File: src/rtl/matrix_mult_pkg.sv
// Shared types for the streaming matrix multiplier: FSM state encoding and
// the accumulator-width rule.
package matrix_mult_pkg;

  typedef enum logic [1:0] {IDLE, LOAD, COMPUTE, DRAIN} state_t;

  // Wide enough that one non-accumulate job of N products never overflows.
  function automatic int acc_w(input int n, input int width);
    return 2 * width + $clog2(n) + 1;
  endfunction

endpackage

File: src/rtl/mac_lane.sv
// One registered multiply-accumulate lane; saturating adder when
// MATRIX_MULT_SEQ_SAT_EN is defined, wrapping adder otherwise.
module mac_lane import matrix_mult_pkg::*; #(
  parameter int WIDTH  = 16,
  parameter int ACC_W  = 35,
  parameter bit SIGNED = 1'b0
) (
  input  logic             clk,
  input  logic             rst_n,
  input  logic             en,
  input  logic             first,
  input  logic             acc_flag,
  input  logic [WIDTH-1:0] a,
  input  logic [WIDTH-1:0] b,
  input  logic [ACC_W-1:0] c_in,
  output logic [ACC_W-1:0] sum
`ifdef MATRIX_MULT_SEQ_SAT_EN
  , output logic           sat
`endif
);

  logic [ACC_W-1:0] acc_q;
  logic [ACC_W-1:0] base;
  logic [ACC_W-1:0] a_x;
  logic [ACC_W-1:0] b_x;
  logic [ACC_W-1:0] prod;

  // Extending before the multiply keeps the low ACC_W product bits exact in both modes.
  assign a_x  = SIGNED ? {{(ACC_W-WIDTH){a[WIDTH-1]}}, a} : {{(ACC_W-WIDTH){1'b0}}, a};
  assign b_x  = SIGNED ? {{(ACC_W-WIDTH){b[WIDTH-1]}}, b} : {{(ACC_W-WIDTH){1'b0}}, b};
  assign prod = a_x * b_x;
  assign base = first ? (acc_flag ? c_in : '0) : acc_q;

`ifdef MATRIX_MULT_SEQ_SAT_EN
  logic [ACC_W:0] raw;
  assign raw = {1'b0, base} + {1'b0, prod};

  always_comb begin
    sat = 1'b0;
    sum = raw[ACC_W-1:0];
    if (SIGNED) begin
      if ((base[ACC_W-1] == prod[ACC_W-1]) && (raw[ACC_W-1] != base[ACC_W-1])) begin
        sat = 1'b1;
        sum = base[ACC_W-1] ? {1'b1, {(ACC_W-1){1'b0}}} : {1'b0, {(ACC_W-1){1'b1}}};
      end
    end else if (raw[ACC_W]) begin
      sat = 1'b1;
      sum = '1;
    end
  end
`else
  assign sum = base + prod;
`endif

  always_ff @(posedge clk) begin
    if (!rst_n)  acc_q <= '0;
    else if (en) acc_q <= sum;
  end

endmodule

File: src/rtl/matrix_mult_seq.sv
// Streaming N x N matrix multiplier on LANES shared MAC units.
// Optional MATRIX_MULT_SEQ_SAT_EN: saturating accumulate plus sticky ovf output.
module matrix_mult_seq import matrix_mult_pkg::*; #(
  parameter int  N      = 4,
  parameter int  WIDTH  = 16,
  parameter int  LANES  = 1,
  parameter bit  SIGNED = 1'b0,
  localparam int ACC_W  = acc_w(N, WIDTH),
  localparam int IW     = $clog2(N)
) (
  input  logic               clk,
  input  logic               rst_n,
  input  logic               in_valid,
  output logic               in_ready,
  input  logic [N*WIDTH-1:0] in_row,
  input  logic               acc_en,
  output logic               out_valid,
  input  logic               out_ready,
  output logic [N*ACC_W-1:0] out_row,
  output logic [IW-1:0]      out_idx,
  output logic               busy,
  output logic               done
`ifdef MATRIX_MULT_SEQ_SAT_EN
  , output logic             ovf
`endif
);

  localparam int            JG        = N / LANES;
  localparam int            BW        = IW + 1;
  localparam logic [IW-1:0] LAST      = IW'(N - 1);
  localparam logic [IW-1:0] JG_LAST   = IW'(JG - 1);
  localparam logic [BW-1:0] NB        = BW'(N);
  localparam logic [BW-1:0] LAST_BEAT = BW'(2 * N - 1);

  state_t            state, state_nxt;
  logic [BW-1:0]     beat;
  logic [IW-1:0]     ld_row;
  logic [IW-1:0]     ri, grp, rk;
  logic              acc_flag;
  logic              take, give, last_mac;
  logic [N*WIDTH-1:0] a_mem [N];
  logic [N*WIDTH-1:0] b_mem [N];
  logic [N*ACC_W-1:0] c_mem [N];
  logic [ACC_W-1:0]  lane_sum [LANES];
  logic [IW-1:0]     lane_col [LANES];
`ifdef MATRIX_MULT_SEQ_SAT_EN
  logic [LANES-1:0]  lane_sat;
`endif

  assign take     = in_valid && in_ready;
  assign give     = out_valid && out_ready;
  assign last_mac = (rk == LAST) && (grp == JG_LAST) && (ri == LAST);
  assign ld_row   = (beat < NB) ? beat[IW-1:0] : IW'(beat - NB);

  always_ff @(posedge clk) begin
    if (!rst_n) state <= IDLE;
    else        state <= state_nxt;
  end

  always_comb begin
    state_nxt = state;
    in_ready  = 1'b0;
    out_valid = 1'b0;
    busy      = 1'b0;
    out_row   = '0;
    case (state)
      IDLE: state_nxt = LOAD;
      LOAD: begin
        in_ready = 1'b1;
        if (take && beat == LAST_BEAT) state_nxt = COMPUTE;
      end
      COMPUTE: begin
        busy = 1'b1;
        if (last_mac) state_nxt = DRAIN;
      end
      DRAIN: begin
        busy      = 1'b1;
        out_valid = 1'b1;
        out_row   = c_mem[out_idx];
        if (give && out_idx == LAST) state_nxt = LOAD;
      end
      default: state_nxt = IDLE;
    endcase
  end

  for (genvar l = 0; l < LANES; l++) begin : g_lane
    assign lane_col[l] = IW'(int'(grp) * LANES + l);

    mac_lane #(.WIDTH(WIDTH), .ACC_W(ACC_W), .SIGNED(SIGNED)) u_mac (
      .clk      (clk),
      .rst_n    (rst_n),
      .en       (state == COMPUTE),
      .first    (rk == '0),
      .acc_flag (acc_flag),
      .a        (a_mem[ri][rk*WIDTH +: WIDTH]),
      .b        (b_mem[rk][lane_col[l]*WIDTH +: WIDTH]),
      .c_in     (c_mem[ri][lane_col[l]*ACC_W +: ACC_W]),
      .sum      (lane_sum[l])
`ifdef MATRIX_MULT_SEQ_SAT_EN
      , .sat    (lane_sat[l])
`endif
    );
  end

  always_ff @(posedge clk) begin
    if (!rst_n) begin
      beat     <= '0;
      ri       <= '0;
      grp      <= '0;
      rk       <= '0;
      acc_flag <= 1'b0;
      out_idx  <= '0;
      done     <= 1'b0;
      for (int r = 0; r < N; r++) begin
        a_mem[r] <= '0;
        b_mem[r] <= '0;
        c_mem[r] <= '0;
      end
`ifdef MATRIX_MULT_SEQ_SAT_EN
      ovf      <= 1'b0;
`endif
    end else begin
      done <= 1'b0;
      case (state)
        LOAD: if (take) begin
          if (beat < NB) a_mem[ld_row] <= in_row;
          else           b_mem[ld_row] <= in_row;
          if (beat == '0) begin
            acc_flag <= acc_en;
`ifdef MATRIX_MULT_SEQ_SAT_EN
            ovf      <= 1'b0;
`endif
          end
          beat <= (beat == LAST_BEAT) ? '0 : beat + 1'b1;
        end
        COMPUTE: begin
          // Lane accumulators hold the running dot product; C is written once per k sweep.
          if (rk == LAST) begin
            for (int l = 0; l < LANES; l++)
              c_mem[ri][lane_col[l]*ACC_W +: ACC_W] <= lane_sum[l];
            rk <= '0;
            if (grp == JG_LAST) begin
              grp <= '0;
              ri  <= (ri == LAST) ? '0 : ri + 1'b1;
            end else begin
              grp <= grp + 1'b1;
            end
          end else begin
            rk <= rk + 1'b1;
          end
`ifdef MATRIX_MULT_SEQ_SAT_EN
          if (|lane_sat) ovf <= 1'b1;
`endif
        end
        DRAIN: if (give) begin
          if (out_idx == LAST) begin
            out_idx <= '0;
            done    <= 1'b1;
          end else begin
            out_idx <= out_idx + 1'b1;
          end
        end
        default: ;
      endcase
    end
  end

endmodule

File: config.mk
export PLATFORM = sky130hd
export DESIGN_NAME = matrix_mult_seq
export DESIGN_NICKNAME = d
export VERILOG_FILES = /design/src/rtl/matrix_mult_pkg.sv /design/src/rtl/mac_lane.sv /design/src/rtl/matrix_mult_seq.sv
export SDC_FILE = /design/constraint.sdc
export NUM_CORES = 2
export LEC_CHECK = 0
export BUFFER_PORTS_ARGS = -buffer_cell sky130_fd_sc_hd__buf_2
export CORE_AREA = 2 2 271 407
export CTS_BUF_LIST = sky130_fd_sc_hd__clkbuf_2
export DETAILED_ROUTE_END_ITERATION = 12
export DIE_AREA = 0 0 273 409
export GPL_TIMING_DRIVEN = 0
export HOLD_SLACK_MARGIN = 0.02
export PLACE_DENSITY_LB_ADDON = 0.1
export SETUP_SLACK_MARGIN = 0.02
export SYNTH_ARGS = -nofsm -noshare
export SYNTH_HDL_FRONTEND = slang
export SYNTH_SLANG_ARGS = --single-unit
File: constraint.sdc
create_clock -name clk -period 26 [get_ports clk]
set_input_delay 5.2 -clock clk [delete_from_list [all_inputs] [get_ports clk]]
set_output_delay 5.2 -clock clk [all_outputs]
set_load 0.05 [all_outputs]
# --- Yosys cells after proc, flatten, opt, wreduce, memory -nomap -nowiden ---
# Memory sizes are Yosys's and may differ from the RTL's. A register that Yosys moved wholly into a read port is not among the register bits.
# Cells that the tools add are included.
totals:
  ff_bits: 50
  mem_bits_rw: 1072
  in_bits: 69
  out_inout_bits: 146
  word_cells: 108
  memories: 3
classes:
  addsub: 8
  n_mul: 2
  order_cmp: 1
  n_eq_ne: 11
  n_shift: 5
  mux: 49
  n_reduce_logical: 20
mem_list:
  columns: ["memory", "words", "word_bits", "rd", "rd_ports_with_merged_regs", "write_ports", "line", "source"]
  rows:
  - ["c_mem", 4, 140, 2, 2, 4, "matrix_mult_seq.sv:43", "logic [N*ACC_W-1:0] c_mem [N];"]
  - ["a_mem", 4, 64, 1, 1, 4, "matrix_mult_seq.sv:41", "logic [N*WIDTH-1:0] a_mem [N];"]
  - ["b_mem", 4, 64, 1, 1, 4, "matrix_mult_seq.sv:42", "logic [N*WIDTH-1:0] b_mem [N];"]
ops:
  columns: ["operator", "count"]
  rows:
  - ["140-bit 2-to-1 mux", 4]
  - ["140-bit OR reduction", 1]
  - ["35-bit by 34-bit variable shift with 140-bit output (first input constant)", 1]
  - ["140-bit by 9-bit indexed part select with 35-bit output", 1]
  - ["35-bit by 34-bit indexed part select with 140-bit output", 1]
  - ["64-bit 2-to-1 mux", 2]
  - ["64-bit OR reduction", 2]
  - ["64-bit by 7-bit indexed part select with 16-bit output", 2]
  - ["35-bit 2-to-1 mux", 2]
  - ["2-bit 2-to-1 mux", 19]
  - ["35-bit adder", 1]
  - ["8-bit negation with 34-bit output", 1]
  - ["16-bit by 16-bit multiplier with 32-bit output", 1]
  - ["1-bit 2-to-1 mux", 20]
  - ["2-bit equality test (second input constant)", 6]
  - ["3-bit AND reduction", 4]
  - ["2-bit by 1-bit adder with 2-bit output (second input constant)", 4]
  - ["2-bit by 6-bit multiplier with 8-bit output (second input constant)", 1]
  - ["2-bit case mux with 4 select lines", 1]
  - ["1-bit logical AND", 6]
  - ["2-bit != test (second input constant)", 3]
  - ["2-bit AND reduction", 3]
  - ["2-bit zero test", 2]
  - ["3-bit by 1-bit adder with 3-bit output (second input constant)", 1]
  - ["other kinds (7)", 7]

# --- Logic depth before layout (Yosys ltp) ---
depth:
  word_depth: 9
  ltp_mapped: 44
  mapped_depth_nobuf: 37

# --- Hierarchy ---
# From an unflattened synthesis, not the netlist that was laid out.
hier_totals:
  cells_unflattened: 4871
  hier_area_um2: 64647.0
by_module_without_submodules:
  columns: ["mod", "n_inst", "cells_each", "area_per_inst_um2"]
  rows:
  - ["matrix_mult_seq", 1, 3474, 52940.8]
  - ["mac_lane", 1, 1397, 11706.2]

# --- Worst setup path after synthesis ---
# Ideal clock, no wire load.
synth_path:
  path_type: "input to register"
  start: "input port rst_n"
  end: "memory b_mem[1][0] in the netlist's numbering, enable pin"
  setup_time_ps: 574
  t_arrival_ps: 10215
  required_ps: 25426
  slack_ps: 15211
  cell_stages: 3
  path_cell_list: "clkbuf_1 nand4_1 o21ai_0"
synth_lines:
  columns: ["item", "line", "source"]
  rows:
  - ["start, declared", "matrix_mult_seq.sv:12", "input logic rst_n,"]
  - ["end, declared", "matrix_mult_seq.sv:42", null]

==> metrics.md <==
| Metric | Value |
|---|---|
| Placeable core area | 108000 µm² |
| Post-DP HPWL | 164000 µm |
| Root Driver | clkbuf_2 |
| Via count of the first global-routing pass | 45400 |
| Synth Area in XOR/XNOR | 0.00795 |
| Layout Skew | 0.209 ns |
| Status | complete, but fails checks |
| Avg Cell Area, Syn | 13.2 µm² |
| Fill count | 8460 |
| Cell Area, Synth | 63600 µm² |
| 1st-pass router iterations | 5 |
| Gate count of the mapped netlist | 4812 |
| Startpoint types | register |
| Area Overhead vs Synth | 9.93% |
| Failing checks | max-capacitance violations, max-slew violations |
| Critical path type | register to register |
| Row cnt | 148 |
| Compound-Gate Fraction of Synth Area | 0.0270 |
| # Post-CTS Setup Buffers | 0 |
| PortBufs | 214 |
| Slowest stage delay, CP | 0.96 ns |
| Main combinational cell family by area after synthesis | multiplexers |
| Slew headroom | -0.00898 |
| Main synth FF type | edfxtp_1 |
| GP Congestion | 0.993 |
| Sum of negative setup slack | 0 ns |
| Worst EP required | 27.42 ns |
| CTS buffer count | 283 |
| Die height | 409 µm |
| Mux contribution to synthesized area | 0.165 |
| ANT nets after route | 0 |
| Setup-failing EPs final | 0 |
| Final Critical Period | 14.30 ns |
| CP arrival | 15.72 ns |
| First-pass GRT wire length | 307000 µm |
| Net Count, Synth | 5229 |
| Register clock-pin slew on the reported worst setup and hold paths | 0.12 ns |
| Total track usage | 0.395 |
| 1st-iter DRT viols | 5320 |
| Initial antenna violation count | 22 |
| Hold Violations, Final | 0 |
| Simple-gate portion of the synthesized area | 0.144 |
| DR vias | 44700 |
| Largest net degree at the start of global routing | 49 |
| Yosys warning count | 0 |
| IO Pins | 215 |
| Hold Path Class | register to register |
| Die area | 112000 µm² |
| Layout cells sized above 1 | 0.224 |
| Hold buffers post-CTS | 0 |
| Post-DP Area | 67500 µm² |
| Drt drc | 0 |
| Post-synth cell types | 63 |
| Flops & latches, synth | 1128 |
| Fin Hold WS | 0.472 ns |
| # clock sinks | 1128 |
| Post-Synth Adder-Cell Area | 0.0915 |
| Starting Density | 0.588 |
| Clock Latency Late Sink | 1.78 ns |
| RSZ-0062 raised after global routing | false |
| DR vias/cell | 6.41 |
| Post-CTS sizing | 0 |
| Final period utilization | 0.550 |
| Worst-Margin Slew | 1.51 ns |
| Fmax | 0.0699 GHz |
| Nets@finish | 5775 |
| Die Wd | 273 µm |
| Total grt overflow | 0 |
| WL final | 218000 µm |
| Slew Limit Fails | 11 |
| Depth of the CTS H-tree | 5 |
| Ys async rst share | 0 |
| Finished layout cell area | 69900 µm² |
| WL per Instance | 31.2 µm |
| Sequential element share of the synthesized area | 0.524 |
| CP max FO | 10 |
| Layout Cells excl Fill | 6982 |
| Number of flops mapped to enable cells by yosys | 1072 |
| Max Root-Sink Buffers | 4 |
| Worst path slowest cell | clkbuf_1 |
| Placed cells | 6497 |
| CTS tree | yes |
| Crit end category | register |
| Max-Cap Viols | 2 |
cell families after synthesis:
group,count (synthesis)
buf+inv,649
simple gates,1878
compound gates,277
flops,1128
mux,476
xor+xnor,56
fa+ha+maj,348
synthesized netlist by cell type (all sizes together) (12+ instances only):
library cell	n	area (µm²)
o21ai	81	409
nand2b	20	125
ha	153	1910
buf	76	364
nor3	67	335
xor2	23	209
xnor2	33	297
edfxtp	1072	32200
clkbuf	232	871
mux2i	12	120
a211oi	17	138
dfxtp	56	1120
a21o	32	240
fa	195	3900
a21oi	74	370
o21a	16	120
nor2b	29	181
nand2	292	1100
and2	611	3820
mux4	459	10300
inv	338	1270
and3	76	475
nand3	88	440
a31oi	14	87.6
nor2	669	2510
routing by layer:
| metal | routed length, µm | up-vias | global-route usage |
|---|---|---|---|
| li1 | - | 18500 | - |
| met1 | 65100 | 22300 | 0.416 |
| met2 | 107000 | 3054 | 0.656 |
| met3 | 21100 | 915 | 0.0925 |
| met4 | 23900 | 6 | 0.358 |
| met5 | 39 | - | 0 |
cells in the final DEF (no fill, tap or decap), types with 32 or more instances in the layout:
cell type	n
nand2_1	280
fa_1	195
clkbuf_1	230
and2_1	610
nor2_1	665
ha_1	153
nand3_1	88
dfxtp_1	56
o21ai_0	61
clkbuf_2	410
mux4_2	459
edfxtp_1	1072
a21oi_1	70
inv_1	336
buf_2	253
xnor2_1	32
nor3_1	66
and3_1	76
clkinv_1	44
a21o_1	32
registers in the layout, summed over array words and instances, names as in the netlist, named ones only:
register and flops:
beat 3, a_mem 256, acc_flag 1, b_mem 256, done 1, c_mem 560, ri 2, grp 2
state 2, g_lane.u_mac.acc_q 35, rk 2, out_idx 2
layout make-up:
class / count / area (µm²) / share of cell area
tap: 1425 / 1780 / 0.0255
antenna: 22 / 55.1 / 0.000788
clock buffer: 408 / 2040 / 0.0292
multi-input combinational: 3035 / 27900 / 0.399
inverter: 341 / 1280 / 0.0183
buffer: 308 / 1240 / 0.0178
timing repair buffer: 261 / 2010 / 0.0288
sequential: 1128 / 33300 / 0.477
clock inverter: 54 / 236 / 0.00338
worst max-delay path, delay by kind of cell, from the launching register on:
| kind | cells | cell delay [ns] |
|---|---|---|
| AO/OA/AOI/OAI | 11 | 3.45 |
| buffers and inverters | 10 | 4.20 |
| adder cells (fa/ha/maj) | 8 | 3.78 |
| multiplexers | 1 | 0.42 |
| XOR/XNOR | 1 | 0.25 |
| flip-flops | 1 | 0.33 |
| AND/OR/NAND/NOR | 8 | 1.43 |
path summary, 6_finish.rpt:
| kind | startpoint | endpoint | slack [ns] | cells past startpoint |
|---|---|---|---|---|
| hold / removal | g_lane[0].u_mac.acc_q[31] | g_lane[0].u_mac.acc_q[31] | 0.47 | 2 |
| setup reg to reg | register | c_mem[2][31] | 11.70 | 39 |
| setup / recovery | register | c_mem[2][31] | 11.70 | 39 |
| hold reg to reg | g_lane[0].u_mac.acc_q[31] | g_lane[0].u_mac.acc_q[31] | 0.47 | 2 |
metrics by stage:
stage / util / worst slack, ns
2_1_floorplan: - / 15.21
3_3_place_gp: 0.614 / 10.41
3_5_place_dp: 0.624 / 12.06
4_1_cts: 0.645 / 12.00
5_1_grt: 0.646 / 11.48
6_report: 0.646 / 11.70
Power is left out: the tool's default activity adds up to more than one toggle a clock period on the data nets, which glitch-free logic cannot reach.
